--- src/rtl/mem_port_arbiter_pkg.sv ---
// -----------------------------------------------------------------------------
// mem_port_arbiter_pkg
//
// Shared definitions for the memory port arbiter and its lane-alignment
// helper: RISC-V load/store funct3 encodings, the arbiter FSM state encoding,
// the access-size decode and the default starvation limit.
//
// No ports (package).
// -----------------------------------------------------------------------------
package mem_port_arbiter_pkg;

    // Load funct3 encodings.
    localparam logic [2:0] LB  = 3'b000;
    localparam logic [2:0] LH  = 3'b001;
    localparam logic [2:0] LW  = 3'b010;
    localparam logic [2:0] LBU = 3'b100;
    localparam logic [2:0] LHU = 3'b101;

    // Store funct3 encodings.
    localparam logic [2:0] SB  = 3'b000;
    localparam logic [2:0] SH  = 3'b001;
    localparam logic [2:0] SW  = 3'b010;

    // Consecutive LS grants tolerated while IF waits (starvation build only).
    localparam int DEFAULT_STARVE_LIMIT = 4;

    typedef enum logic [1:0] {
        ST_IDLE    = 2'd0,
        ST_IF_BUSY = 2'd1,
        ST_LS_BUSY = 2'd2
    } state_t;

    typedef enum logic [1:0] {
        SZ_BYTE = 2'd0,
        SZ_HALF = 2'd1,
        SZ_WORD = 2'd2
    } size_t;

    // Access width of a load or store; any encoding that is not a legal
    // byte/halfword operation is treated as a word access.
    function automatic size_t access_size(input logic we, input logic [2:0] funct3);
        size_t sz;
        sz = SZ_WORD;
        if (we) begin
            case (funct3)
                SB:      sz = SZ_BYTE;
                SH:      sz = SZ_HALF;
                default: sz = SZ_WORD;
            endcase
        end else begin
            case (funct3)
                LB, LBU: sz = SZ_BYTE;
                LH, LHU: sz = SZ_HALF;
                default: sz = SZ_WORD;
            endcase
        end
        return sz;
    endfunction

endpackage

--- src/rtl/mem_port_arbiter_lane_align.sv ---
// -----------------------------------------------------------------------------
// mem_lane_align
//
// Purely combinational byte-lane steering for the shared memory port.
// From the access type and the low address bits it produces the byte enables,
// the lane-replicated store data, the right-aligned load data and the
// misalignment flag.
//
// Ports:
//   we          in   1   1 = store, 0 = load
//   funct3      in   3   load/store width encoding
//   addr_lo     in   2   byte offset within the word
//   wdata       in  32   store data, value in the low bits
//   rdata       in  32   raw word read from memory
//   be          out  4   byte enables (all ones for loads)
//   wdata_rep   out 32   store data replicated across all lanes
//   rdata_shift out 32   load data shifted down to bit 0, upper bits zero
//   misalign    out  1   halfword on odd address / word on non-zero offset
// -----------------------------------------------------------------------------
module mem_lane_align
    import mem_port_arbiter_pkg::*;
(
    input  logic        we,
    input  logic [2:0]  funct3,
    input  logic [1:0]  addr_lo,
    input  logic [31:0] wdata,
    input  logic [31:0] rdata,
    output logic [3:0]  be,
    output logic [31:0] wdata_rep,
    output logic [31:0] rdata_shift,
    output logic        misalign
);

    size_t size;

    // NOTE: every output gets a default at the top of the block so that no
    // path through the case statements leaves it unassigned (no latches).
    always_comb begin
        size        = access_size(we, funct3);
        be          = 4'b1111;
        wdata_rep   = wdata;
        misalign    = 1'b0;

        if (we) begin
            case (size)
                SZ_BYTE: begin
                    be        = 4'b0001 << addr_lo;
                    wdata_rep = {4{wdata[7:0]}};
                end
                SZ_HALF: begin
                    be        = 4'b0011 << {addr_lo[1], 1'b0};
                    wdata_rep = {2{wdata[15:0]}};
                end
                default: begin
                    be        = 4'b1111;
                    wdata_rep = wdata;
                end
            endcase
        end

        case (size)
            SZ_HALF: misalign = addr_lo[0];
            SZ_WORD: misalign = |addr_lo;
            default: misalign = 1'b0;
        endcase

        // Shift amount is 8 * byte offset.
        rdata_shift = rdata >> {addr_lo, 3'b000};
    end

endmodule

--- src/rtl/mem_port_arbiter.sv ---
// -----------------------------------------------------------------------------
// mem_port_arbiter
//
// Shares a single memory port between instruction fetch (IF) and the
// load/store unit (LS). Grants are combinational in IDLE, one transaction is
// held in flight until mem_ready, and responses are registered one-cycle
// pulses. Misaligned LS accesses are acknowledged with ls_misalign and never
// reach memory.
//
// Optional feature: define MEM_ARB_STARVE_EN to add a starvation counter that
// lets IF win a simultaneous request after STARVE_LIMIT consecutive LS grants.
// Without it LS always has priority.
//
// Parameters:
//   STARVE_LIMIT  1..15  LS grants allowed while IF waits (starvation build)
//
// Ports:
//   clk, rst                      clock, asynchronous active-high reset
//   if_req/if_addr -> if_gnt      fetch request / accept
//   if_valid/if_rdata             fetch response pulse
//   ls_req/ls_we/ls_addr/ls_wdata/ls_funct3 -> ls_gnt   LS request / accept
//   ls_valid/ls_rdata/ls_misalign LS response pulse (rdata right-aligned)
//   mem_req/mem_we/mem_addr/mem_wdata/mem_be            memory request
//   mem_ready/mem_rdata           memory completion and read data
// -----------------------------------------------------------------------------
module mem_port_arbiter
    import mem_port_arbiter_pkg::*;
#(
    parameter int STARVE_LIMIT = DEFAULT_STARVE_LIMIT
) (
    input  logic        clk,
    input  logic        rst,

    input  logic        if_req,
    input  logic [31:0] if_addr,
    output logic        if_gnt,
    output logic        if_valid,
    output logic [31:0] if_rdata,

    input  logic        ls_req,
    input  logic        ls_we,
    input  logic [31:0] ls_addr,
    input  logic [31:0] ls_wdata,
    input  logic [2:0]  ls_funct3,
    output logic        ls_gnt,
    output logic        ls_valid,
    output logic [31:0] ls_rdata,
    output logic        ls_misalign,

    output logic        mem_req,
    output logic        mem_we,
    output logic [31:0] mem_addr,
    output logic [31:0] mem_wdata,
    output logic [3:0]  mem_be,
    input  logic        mem_ready,
    input  logic [31:0] mem_rdata
);

    generate
        if (STARVE_LIMIT < 1 || STARVE_LIMIT > 15) begin : g_bad_limit
            $error("mem_port_arbiter: STARVE_LIMIT must be in 1..15");
        end
    endgenerate

    state_t      state;
    state_t      next_state;

    // Transaction captured at grant and replayed on the port while busy.
    logic [31:0] lat_addr;
    logic [31:0] lat_wdata;
    logic [3:0]  lat_be;
    logic        lat_we;
    logic [2:0]  lat_funct3;

    // Lane aligner operates on the live LS request in IDLE (for byte enables
    // and misalignment) and on the latched request while busy (for the load
    // shift at completion).
    logic        lane_we;
    logic [2:0]  lane_funct3;
    logic [1:0]  lane_addr_lo;
    logic [3:0]  lane_be;
    logic [31:0] lane_wdata;
    logic [31:0] lane_rdata;
    logic        lane_misalign;

    logic        if_override;

    always_comb begin
        if (state == ST_IDLE) begin
            lane_we      = ls_we;
            lane_funct3  = ls_funct3;
            lane_addr_lo = ls_addr[1:0];
        end else begin
            lane_we      = lat_we;
            lane_funct3  = lat_funct3;
            lane_addr_lo = lat_addr[1:0];
        end
    end

    mem_lane_align u_lane_align (
        .we          (lane_we),
        .funct3      (lane_funct3),
        .addr_lo     (lane_addr_lo),
        .wdata       (ls_wdata),
        .rdata       (mem_rdata),
        .be          (lane_be),
        .wdata_rep   (lane_wdata),
        .rdata_shift (lane_rdata),
        .misalign    (lane_misalign)
    );

`ifdef MEM_ARB_STARVE_EN
    logic [3:0] starve_cnt;

    // Counter can never pass the limit: at the limit a waiting IF wins, and an
    // LS grant without a waiting IF clears it.
    always_ff @(posedge clk or posedge rst) begin
        if (rst) begin
            starve_cnt <= 4'd0;
        end else if (if_gnt) begin
            starve_cnt <= 4'd0;
        end else if (ls_gnt) begin
            starve_cnt <= if_req ? starve_cnt + 4'd1 : 4'd0;
        end
    end

    assign if_override = (starve_cnt == 4'(STARVE_LIMIT));
`else
    assign if_override = 1'b0;
`endif

    // -------------------------------------------------------------------------
    // FSM: state register
    // -------------------------------------------------------------------------
    // NOTE: sequential state uses non-blocking assignments so every register
    // samples pre-edge values regardless of block ordering.
    always_ff @(posedge clk or posedge rst) begin
        if (rst) begin
            state <= ST_IDLE;
        end else begin
            state <= next_state;
        end
    end

    // -------------------------------------------------------------------------
    // FSM: next-state logic
    // -------------------------------------------------------------------------
    always_comb begin
        next_state = state;
        case (state)
            ST_IDLE: begin
                if (ls_gnt && !lane_misalign) begin
                    next_state = ST_LS_BUSY;
                end else if (if_gnt) begin
                    next_state = ST_IF_BUSY;
                end
            end
            ST_IF_BUSY, ST_LS_BUSY: begin
                if (mem_ready) begin
                    next_state = ST_IDLE;
                end
            end
            default: next_state = ST_IDLE;
        endcase
    end

    // -------------------------------------------------------------------------
    // FSM: outputs (grants and memory port)
    // -------------------------------------------------------------------------
    // mem_req decodes straight from the state register, so an asynchronous
    // reset drops it immediately.
    always_comb begin
        if_gnt    = 1'b0;
        ls_gnt    = 1'b0;
        mem_req   = 1'b0;
        mem_we    = 1'b0;
        mem_addr  = 32'd0;
        mem_wdata = 32'd0;
        mem_be    = 4'd0;
        case (state)
            ST_IDLE: begin
                if (if_req && (!ls_req || if_override)) begin
                    if_gnt = 1'b1;
                end else if (ls_req) begin
                    ls_gnt = 1'b1;
                end
            end
            ST_IF_BUSY, ST_LS_BUSY: begin
                mem_req   = 1'b1;
                mem_we    = lat_we;
                mem_addr  = {lat_addr[31:2], 2'b00};
                mem_wdata = lat_wdata;
                mem_be    = lat_be;
            end
            default: ;
        endcase
    end

    // -------------------------------------------------------------------------
    // Request capture and response registers
    // -------------------------------------------------------------------------
    always_ff @(posedge clk or posedge rst) begin
        if (rst) begin
            lat_addr    <= 32'd0;
            lat_wdata   <= 32'd0;
            lat_be      <= 4'd0;
            lat_we      <= 1'b0;
            lat_funct3  <= 3'd0;
            if_valid    <= 1'b0;
            if_rdata    <= 32'd0;
            ls_valid    <= 1'b0;
            ls_rdata    <= 32'd0;
            ls_misalign <= 1'b0;
        end else begin
            if_valid    <= 1'b0;
            ls_valid    <= 1'b0;
            ls_misalign <= 1'b0;

            if (ls_gnt) begin
                lat_addr   <= ls_addr;
                lat_we     <= ls_we;
                lat_funct3 <= ls_funct3;
                lat_be     <= lane_be;
                lat_wdata  <= lane_wdata;
                // Misaligned: answer next cycle without touching memory.
                if (lane_misalign) begin
                    ls_valid    <= 1'b1;
                    ls_misalign <= 1'b1;
                    ls_rdata    <= 32'd0;
                end
            end else if (if_gnt) begin
                lat_addr   <= if_addr;
                lat_we     <= 1'b0;
                lat_funct3 <= LW;
                lat_be     <= 4'b1111;
                lat_wdata  <= 32'd0;
            end

            if (mem_ready) begin
                case (state)
                    ST_IF_BUSY: begin
                        if_valid <= 1'b1;
                        if_rdata <= mem_rdata;
                    end
                    ST_LS_BUSY: begin
                        ls_valid <= 1'b1;
                        ls_rdata <= lat_we ? 32'd0 : lane_rdata;
                    end
                    default: ;
                endcase
            end
        end
    end

endmodule

--- config.mk ---
export PLATFORM = sky130hd
export DESIGN_NAME = mem_port_arbiter
export DESIGN_NICKNAME = d
export VERILOG_FILES = /design/src/rtl/mem_port_arbiter_pkg.sv /design/src/rtl/mem_port_arbiter_lane_align.sv /design/src/rtl/mem_port_arbiter.sv
export SDC_FILE = /design/constraint.sdc
export NUM_CORES = 1
export LEC_CHECK = 0
export ABC_AREA = 1
export CAP_MARGIN = 20
export CORE_MARGIN = 2
export CORE_UTILIZATION = 35
export CTS_CLUSTER_DIAMETER = 80
export DETAILED_ROUTE_END_ITERATION = 7
export HOLD_SLACK_MARGIN = 0.1
export PLACE_DENSITY = 0.71
export SLEW_MARGIN = 20
export SYNTH_ARGS = -nofsm -noshare
export SYNTH_HDL_FRONTEND = slang
export SYNTH_SLANG_ARGS = --single-unit
--- constraint.sdc ---
create_clock -name clk -period 5.5 [get_ports clk]
set_input_delay 1.1 -clock clk [delete_from_list [all_inputs] [get_ports clk]]
set_output_delay 1.1 -clock clk [all_outputs]
set_load 0.02 [all_outputs]
==> results.yml, run 1 <==
cells_and_area:
  finalNonFillerCells: 1465
  final_nets: 1321
  final_layout_size_suffix_gt1_share_pct: 5.290
  final_cell_mix: "273 x clkdlybuf4s50_1, 258 x nand2_1, 141 x dfrtp_1, 123 x inv_1, 97 x nor2_1"
  mostFrequentLayoutCell: "clkdlybuf4s50_1"
  areaGrowthSynthToFinish_pct: 47.61
setup_path:
  crit_path_end: "mem_addr[5]"
  worstPathArrival_ns: 3.01
  end_kind: "output pin"
  path_class: "reg -> out"
  rr_worst_depth: 12
  r2r-start: "state[1]"
  critPathLaunchType: "flip-flop"
  r2r_setup_slack_ns: 2.29
  crit_fanout: 38
  cp-startpoint: "state[1]"
  required_ns: 4.40
  worstReg2RegEnd: "ls_rdata[19]"
sta:
  clock.fmax_mhz: 243.0
  setup_violations: 0
  min_period_over_period_pct: 74.81
  worst_pin_slew_ns: 0.8694
  finalCriticalPeriod_ns: 4.114
  hold_slack_ns: 0.4801
  timing.setup.tns_ns: 0
  hold_viol_final: 0
  maxSlewViolCount: 0
  slew_headroom_pct: 41.95
  fin_skew_ns: 0.01027
  rsz0062_at_grt: "false"
floorplan:
  fp.dieH_um: 147.0
  die_w_um: 147.0
  coreArea_um2: 20170
  start_util_pct: 35.47
  die_area_um2: 21600
  rows: 52
  ios: 276
power_and_ir_drop:
  pwr-share-seq_pct: 28.0
  p_leak_uw: 0.005218
  combPwrFrac_pct: 53.8
  swShare_pct: 44.58
  max-vdd-ir-drop_mv: 0.3417
  intPower_uw: 3475
  power_density_nw_per_um2: 593.9
  switching_power_uw: 2795
  p_total_uw: 6270
  clockPowerShare_pct: 18.2
route:
  initialDrtViolationCount: 530
  wl_um: 24320
  vias_per_cell: 4.827
  via_count: 7072
  wire_per_inst_um: 16.60
  firstDrtPassIters: 5
  antenna_left: 0
  drc: 0
grt:
  grt_pass1_vias: 6801
  track_usage_pct: 22.68
  grt_pass1_wl_um: 38230
  grt_max_degree: 85
  antenna_found_initial: 4
  grt_overflow: 0
clock_tree:
  numCtsBuffers: 17
  cts.repair.resized: 0
  cts_tree: "built"
  clock-sinks: 141
  worstSkewPairLatency_ns: 0.43
  path_clk_slew_ns: 0.07
  holdBufCountCts: 0
  cts-root-buf: "clkbuf_16"
  htreeDepth: 4
  cts_setup_buffers: 0
  max-clock-path-buffers: 2
place:
  place_congestion: 0.8744
  hpwl_um: 17310
  io_buffers: 273
  dp_cells: 1429
logic_synthesis:
  synthCells: 931
  ys_ff_latch: 141
  synth.distinct_cells: 29
  yosys-top-cells-area: "dfrtp_1 49%, nand2_1 14%, inv_1 6.5%, o21ai_0 5.7%, nor2_1 5.1%"
  synth_top_area_share_pct: 49.33
  synth_area_per_cell_um2: 7.683
  syn-cell-area_um2: 7153
  synth_top_area_cell: "dfrtp_1"
  ys_warn_count: 0
  yosysSeqAreaShare_pct: 49.33
outcome:
  status: "completed"
run:
  maxCapViolCount: 0
hold_path:
  worstHoldPathType: "reg -> reg"
sequential cells by signal (all words and copies together) (netlist names):
| signal | cells |
|---|---|
| if_rdata | 32 |
| if_valid | 1 |
| lat_addr | 32 |
| lat_be | 4 |
| lat_funct3 | 3 |
| lat_wdata | 32 |
| lat_we | 1 |
| ls_misalign | 1 |
| ls_rdata | 32 |
| ls_valid | 1 |
| state | 2 |
cell families (layout without fill, tap and decap cells):
kind of cell	count (synthesis)	count (layout)	share of synthesized area, %
other	1	6	0.05242
and+or+nand+nor	416	416	23.72
buffers and inverters	184	443	11.39
AOI/OAI and AO/OA	183	183	14.47
DFF	141	141	49.33
adders and majority gates	6	6	1.049
area by class of cell:
| type | count | area, µm² |
|---|---|---|
| diodes | 4 | 10.01 |
| fillers | 1924 | 9610 |
| multi-input cells | 607 | 2816 |
| well taps | 270 | 337.8 |
| flip-flops and latches | 141 | 3528 |
| clock buffers | 17 | 425.4 |
| inverters | 130 | 494.2 |
| clock inverters | 15 | 153.9 |
| repair buffers | 281 | 2793 |
Yosys cell counts:
| library cell | number |
|---|---|
| o21ai_0 | 81 |
| o22ai_1 | 2 |
| nand4_4 | 1 |
| o21ai_2 | 3 |
| nor2_2 | 1 |
| a21oi_1 | 14 |
| buf_4 | 3 |
| buf_6 | 13 |
| inv_1 | 124 |
| nand2_1 | 258 |
| a2bb2oi_1 | 2 |
| conb_1 | 1 |
| nand2_4 | 5 |
| o21ai_1 | 42 |
| o31ai_1 | 31 |
| clkinv_2 | 1 |
| o21a_1 | 3 |
| a211oi_1 | 3 |
| nor2_1 | 97 |
| o211ai_1 | 2 |
| and2_1 | 3 |
| inv_2 | 5 |
| buf_2 | 11 |
| clkbuf_1 | 24 |
| nand2_2 | 5 |
| ha_1 | 6 |
| dfrtp_1 | 141 |
| nand3_1 | 46 |
| buf_1 | 3 |
stage by stage:
stage / setup slack (ns) / area [µm²] / utilization, %
6_report: 1.386 / 10560 / 52.35
5_1_grt: 1.217 / 10560 / 52.34
4_1_cts: 1.372 / 10550 / 52.30
3_5_place_dp: 1.708 / 9970 / 49.43
3_3_place_gp: 1.711 / 9970 / 49.43
2_1_floorplan: 0.6188 / 7157 / -
routing by layer:
layer	track usage (%)	share of wire, %	up-vias
met5	0	0	-
met2	34.60	46	283
met4	11.54	4.6	0
met3	5.311	6.3	62
met1	30.31	43	3313
li1	-	-	3414
power by group through the flow:
| stage | combinational (µW) | clock, µW | sequential [µW] |
|---|---|---|---|
| 3_5_place_dp | 3380 | 0 | 1760 |
| 5_1_grt | 3680 | 1200 | 1810 |
| 4_1_cts | 3400 | 1160 | 1750 |
| 3_3_place_gp | 3330 | 0 | 1750 |
| 6_report | 3370 | 1140 | 1760 |
| 2_1_floorplan | 1800 | 0 | 1960 |
worst max-delay path: stages (launching register included):
cell and delay, ns:
dfrtp_1 0.35, inv_1 0.08, ha_2 0.84, buf_4 0.47, nand2_1 0.12, inv_1 0.07, clkdlybuf4s50_1 0.63
worst min-delay path by stage:
stage	startpoint	to	slack [ns]	cells past startpoint
after global routing	if_rdata[7]	if_rdata[7]	0.50	2
after detailed placement	lat_wdata[27]	lat_wdata[27]	0.47	2
after global placement	if_rdata[12]	if_rdata[12]	0.46	2
final	if_rdata[8]	if_rdata[8]	0.48	2
after CTS	lat_wdata[27]	lat_wdata[27]	0.48	2
after floorplan	lat_wdata[27]	lat_wdata[27]	0.45	2
Power figures use the tool's default switching activity.
==> inputs of run 2 (changes only) <==
clock period = 4.31 ns   (was 5.5 ns; I/O delays follow)
==> results.yml, run 2 (synthesized netlist as in run 1, its figures left out) <==
outcome:
  status: "completed"
floorplan:
  rows: 52
  coreArea_um2: 20170
  start_util_pct: 35.47
  die_w_um: 147.0
  ios: 276
  fp.dieH_um: 147.0
  die_area_um2: 21600
cells_and_area:
  final_nets: 1323
  multi_input_area_um2: 2816
  final_cell_mix: "273 x clkdlybuf4s50_1, 258 x nand2_1, 141 x dfrtp_1, 123 x inv_1, 97 x nor2_1"
  mostFrequentLayoutCell: "clkdlybuf4s50_1"
  antenna_cells: 0
  finalNonFillerCells: 1463
  regArea_um2: 3528
  fillers: 1905
  areaGrowthSynthToFinish_pct: 48.35
  final_layout_size_suffix_gt1_share_pct: 5.448
grt:
  grt_util_met2_pct: 34.13
  top_usage_layer: "met2"
  antenna_found_initial: 0
  grt_pass1_vias: 6642
  track_usage_pct: 21.90
  grt_overflow: 0
  use_met1_pct: 29.28
  grt_pass1_wl_um: 37000
  grt_max_degree: 56
  gr-usage-met3_pct: 3.789
route:
  initialDrtViolationCount: 431
  firstDrtPassIters: 5
  antenna_left: 0
  drc: 0
  wl_um: 23840
  via_count: 7076
  vias_per_cell: 4.837
  wire_per_inst_um: 16.30
clock_tree:
  clock-sinks: 141
  cts-root-buf: "clkbuf_16"
  cts_tree: "built"
  numCtsBuffers: 17
  cts_setup_buffers: 0
  htreeDepth: 4
  holdBufCountCts: 0
  cts.repair.resized: 0
  path_clk_slew_ns: 0.07
  worstSkewPairLatency_ns: 0.43
  max-clock-path-buffers: 2
hold_path:
  worstHoldPathType: "reg -> reg"
setup_path:
  critPathLaunchType: "flip-flop"
  crit_path_frequent_cell: "inv_1"
  end_kind: "output pin"
  required_ns: 3.45
  cp.buffers_inverters: 4
  crit_slowest_cell: "ha_2"
  crit_fanout: 34
  critical-path-max-stage-delay_ns: 0.80
  worstPathCellList: "inv_1, ha_2, buf_4, nand2_1, inv_1, clkdlybuf4s50_1"
  path_class: "reg -> out"
  crit_family: "buffers and inverters"
  worstPathArrival_ns: 2.80
sta:
  hold_viol_final: 0
  rsz0062_at_grt: "false"
  setup_violations: 0
  min_period_over_period_pct: 85.00
  maxSlewViolCount: 0
  slew_headroom_pct: 41.96
  fin_skew_ns: 0.009287
  finalCriticalPeriod_ns: 3.663
  setup_ws_ns: 0.6467
  worst_pin_slew_ns: 0.8687
  clock.fmax_mhz: 273.0
  timing.setup.tns_ns: 0
place:
  io_buffers: 273
  hpwl_um: 17170
  place_congestion: 0.8920
  dp_cells: 1431
  preCtsSetupSlack_ns: 0.7942
power_and_ir_drop:
  max-vdd-ir-drop_mv: 0.4273
  power_density_nw_per_um2: 756.6
  p_leak_uw: 0.005239
run:
  maxCapViolCount: 0
## run 2: cell count changes in the layout (fill, tap and decap cells not counted), moves of 2 or more
cell	before	now
inv_6	7	2
diode_2	4	0
buf_12	0	3
clkinv_4	2	5
clkinvlp_4	2	4
inv_8	3	1
## run 2: cell type report
type                       count  area share [%]
clock buffer                  17           4.009
clock inverter                15           1.556
inverter                     130           4.646
multi-input combinational    607           26.54
sequential                   141           33.25
tap                          270           3.184
timing repair buffer         283           26.81
## run 2: stage by stage
| stage | power (µW) | hold WS [ns] | utilization (%) | area [µm²] |
|---|---|---|---|---|
| after floorplan | 4805 | 0.4487 | - | 7161 |
| after global placement | 6504 | 0.4622 | 49.68 | 10020 |
| after detailed placement | 6563 | 0.4654 | 49.68 | 10020 |
| after CTS | 8065 | 0.4837 | 52.61 | 10610 |
| after global routing | 8575 | 0.4940 | 52.61 | 10610 |
| final | 8029 | 0.4785 | 52.61 | 10610 |
## run 2: final timing paths
path | from | to | slack, ns | cells past startpoint
min in group asynchronous | rst | if_rdata[7] | 0.98 | 2
max | state[1] | mem_we | 0.65 | 6
min reg2reg | if_rdata[11] | if_rdata[11] | 0.48 | 2
max reg2reg | state[1] | ls_rdata[24] | 1.10 | 12
max in group asynchronous | rst | lat_wdata[18] | 2.59 | 3
min | if_rdata[11] | if_rdata[11] | 0.48 | 2
## run 2: tightest hold or removal path, cell delays in order (launching register included)
cell and delay (ns):
dfrtp_1 0.34, nand2_1 0.05, nand2_1 0.06
## run 2: power by group
group	switching [µW]	total (µW)	internal [µW]
Combinational	2600	4320	1720
Clock	612	1470	861
Sequential	321	2240	1920
## run 2: per-layer routing
metal  vias to the layer above  part of all wire (%)  routed length [µm]
li1                       3419                     -                   -
met1                      3296                    44               10500
met2                       298                    46               10870
met3                        63                   5.5                1309
met4                         0                   4.9                1167
met5                         -                     0                   0
==> inputs of run 3 (changes only) <==
PLACE_DENSITY = 0.74   (was 0.71)
clock period = 2.95 ns   (was 4.31 ns; I/O delays follow)
==> results.yml, run 3 (synthesized netlist as in run 1, its figures left out) <==
sta:
  worst_pin_slew_ns: 0.6266
  maxSlewViolCount: 0
  clock.fmax_mhz: 357.9
  timing.setup.tns_ns: 0
  min_period_over_period_pct: 94.73
  finalCriticalPeriod_ns: 2.794
  fin_skew_ns: 0.009376
  hold_viol_final: 0
  hold_slack_ns: 0.4752
  setup_violations: 0
  slew_headroom_pct: 58.14
  rsz0062_at_grt: "false"
power_and_ir_drop:
  max-vdd-ir-drop_mv: 0.6442
  swShare_pct: 43.19
  clockPowerShare_pct: 18.8
  pwr-share-seq_pct: 27.2
  intPower_uw: 6826
  combPwrFrac_pct: 54.0
  p_leak_uw: 0.005326
  power_density_nw_per_um2: 1114
  switching_power_uw: 5189
setup_path:
  end_kind: "output pin"
  worstPathArrival_ns: 2.20
  crit_fanout: 12
  rr_worst_depth: 13
  required_ns: 2.36
  critPathLaunchType: "flip-flop"
  path_class: "reg -> out"
  r2r_setup_slack_ns: 0.39
floorplan:
  rows: 52
  die_area_um2: 21600
  coreArea_um2: 20170
  ios: 276
  fp.dieH_um: 147.0
  die_w_um: 147.0
  start_util_pct: 35.47
hold_path:
  whs_path_depth: 2
  worstHoldPathType: "reg -> reg"
cells_and_area:
  fillers: 1902
  final_cell_mix: "273 x clkdlybuf4s50_1, 258 x nand2_1, 141 x dfrtp_1, 123 x inv_1, 97 x nor2_1"
  areaGrowthSynthToFinish_pct: 50.76
  stdcell_area_um2: 10780
  finalNonFillerCells: 1477
  multi_input_area_um2: 2826
  final_nets: 1335
  regArea_um2: 3528
  mostFrequentLayoutCell: "clkdlybuf4s50_1"
  final_layout_size_suffix_gt1_share_pct: 6.390
route:
  wl_um: 23930
  antenna_left: 0
  drc: 0
  wire_per_inst_um: 16.20
  firstDrtPassIters: 7
  vias_per_cell: 4.798
  initialDrtViolationCount: 492
  via_count: 7086
grt:
  track_usage_pct: 22.05
  grt_pass1_vias: 6899
  grt_max_degree: 95
  antenna_found_initial: 2
  grt_pass1_wl_um: 37340
  grt_overflow: 0
clock_tree:
  numCtsBuffers: 17
  max-clock-path-buffers: 2
  cts-root-buf: "clkbuf_16"
  cts_tree: "built"
  htreeDepth: 4
  worstSkewPairLatency_ns: 0.43
  clock-sinks: 141
  path_clk_slew_ns: 0.06
  holdBufCountCts: 0
place:
  hpwl_um: 17650
  dp_cells: 1442
  placed_cell_area_um2: 10140
  place_congestion: 0.8927
  io_buffers: 273
run:
  maxCapViolCount: 0
outcome:
  status: "completed"
run 3: changes by cell type in the layout (fill, tap and decap cells not counted), sizes merged:
cell / delta
diode: +2
clkbuf: +1
bufinv: +1
inv: +3
clkinv: -5
buf: +12
run 3: metal layers:
| layer | routed length, µm | GRT usage [%] | vias up |
|---|---|---|---|
| met5 | 0 | 0 | - |
| met2 | 11520 | 35.73 | 278 |
| li1 | - | - | 3449 |
| met1 | 9942 | 28.52 | 3297 |
| met4 | 998 | 10.43 | 0 |
| met3 | 1467 | 4.410 | 62 |
run 3: power groups by stage:
stage	Combinational (µW)	Clock (µW)	Sequential (µW)
floorplan	3360	0	3660
global placement	6350	0	3260
detailed placement	6440	0	3280
CTS	6500	2290	3260
global route	7040	2380	3370
finish	6490	2250	3270
run 3: cell type report:
class / instances / share of cell area (%)
Multi-Input combinational cell: 607 / 26.21
Clock inverter: 14 / 1.659
Inverter: 130 / 4.594
Tap cell: 270 / 3.133
Clock buffer: 18 / 4.072
Antenna cell: 2 / 0.04641
Timing Repair Buffer: 295 / 27.57
Sequential cell: 141 / 32.72
run 3: timing repair:
action,in CTS,in global routing
pin swaps,0,1
endpoints found under the setup margin,55,27
gates resized for setup,1,2
buffers inserted,0,1
run 3: critical path, stage by stage (launching register included):
cell and delay, ns:
dfrtp_1 0.35, inv_1 0.10, ha_4 0.34, buf_4 0.21, nand2_1 0.07, inv_1 0.10, clkdlybuf4s50_1 0.61
run 3: path summary, 6_finish.rpt:
check	start	endpoint
min in group asynchronous	rst	lat_addr[25]
hold / removal	if_rdata[11]	if_rdata[11]
hold reg to reg	if_rdata[11]	if_rdata[11]
max in group asynchronous	rst	lat_wdata[11]
setup reg to reg	state[1]	ls_rdata[21]
setup / recovery	state[0]	mem_wdata[1]
run 3: stage by stage:
step           worst slack, ns  util (%)  total power, µW
6_report                0.1555     53.47            12010
5_1_grt                0.07355     53.47            12790
4_1_cts                0.01976     53.39            12060
3_5_place_dp          0.009468     50.28             9728
3_3_place_gp           0.08827     50.28             9611
2_1_floorplan           0.5969         -             7021
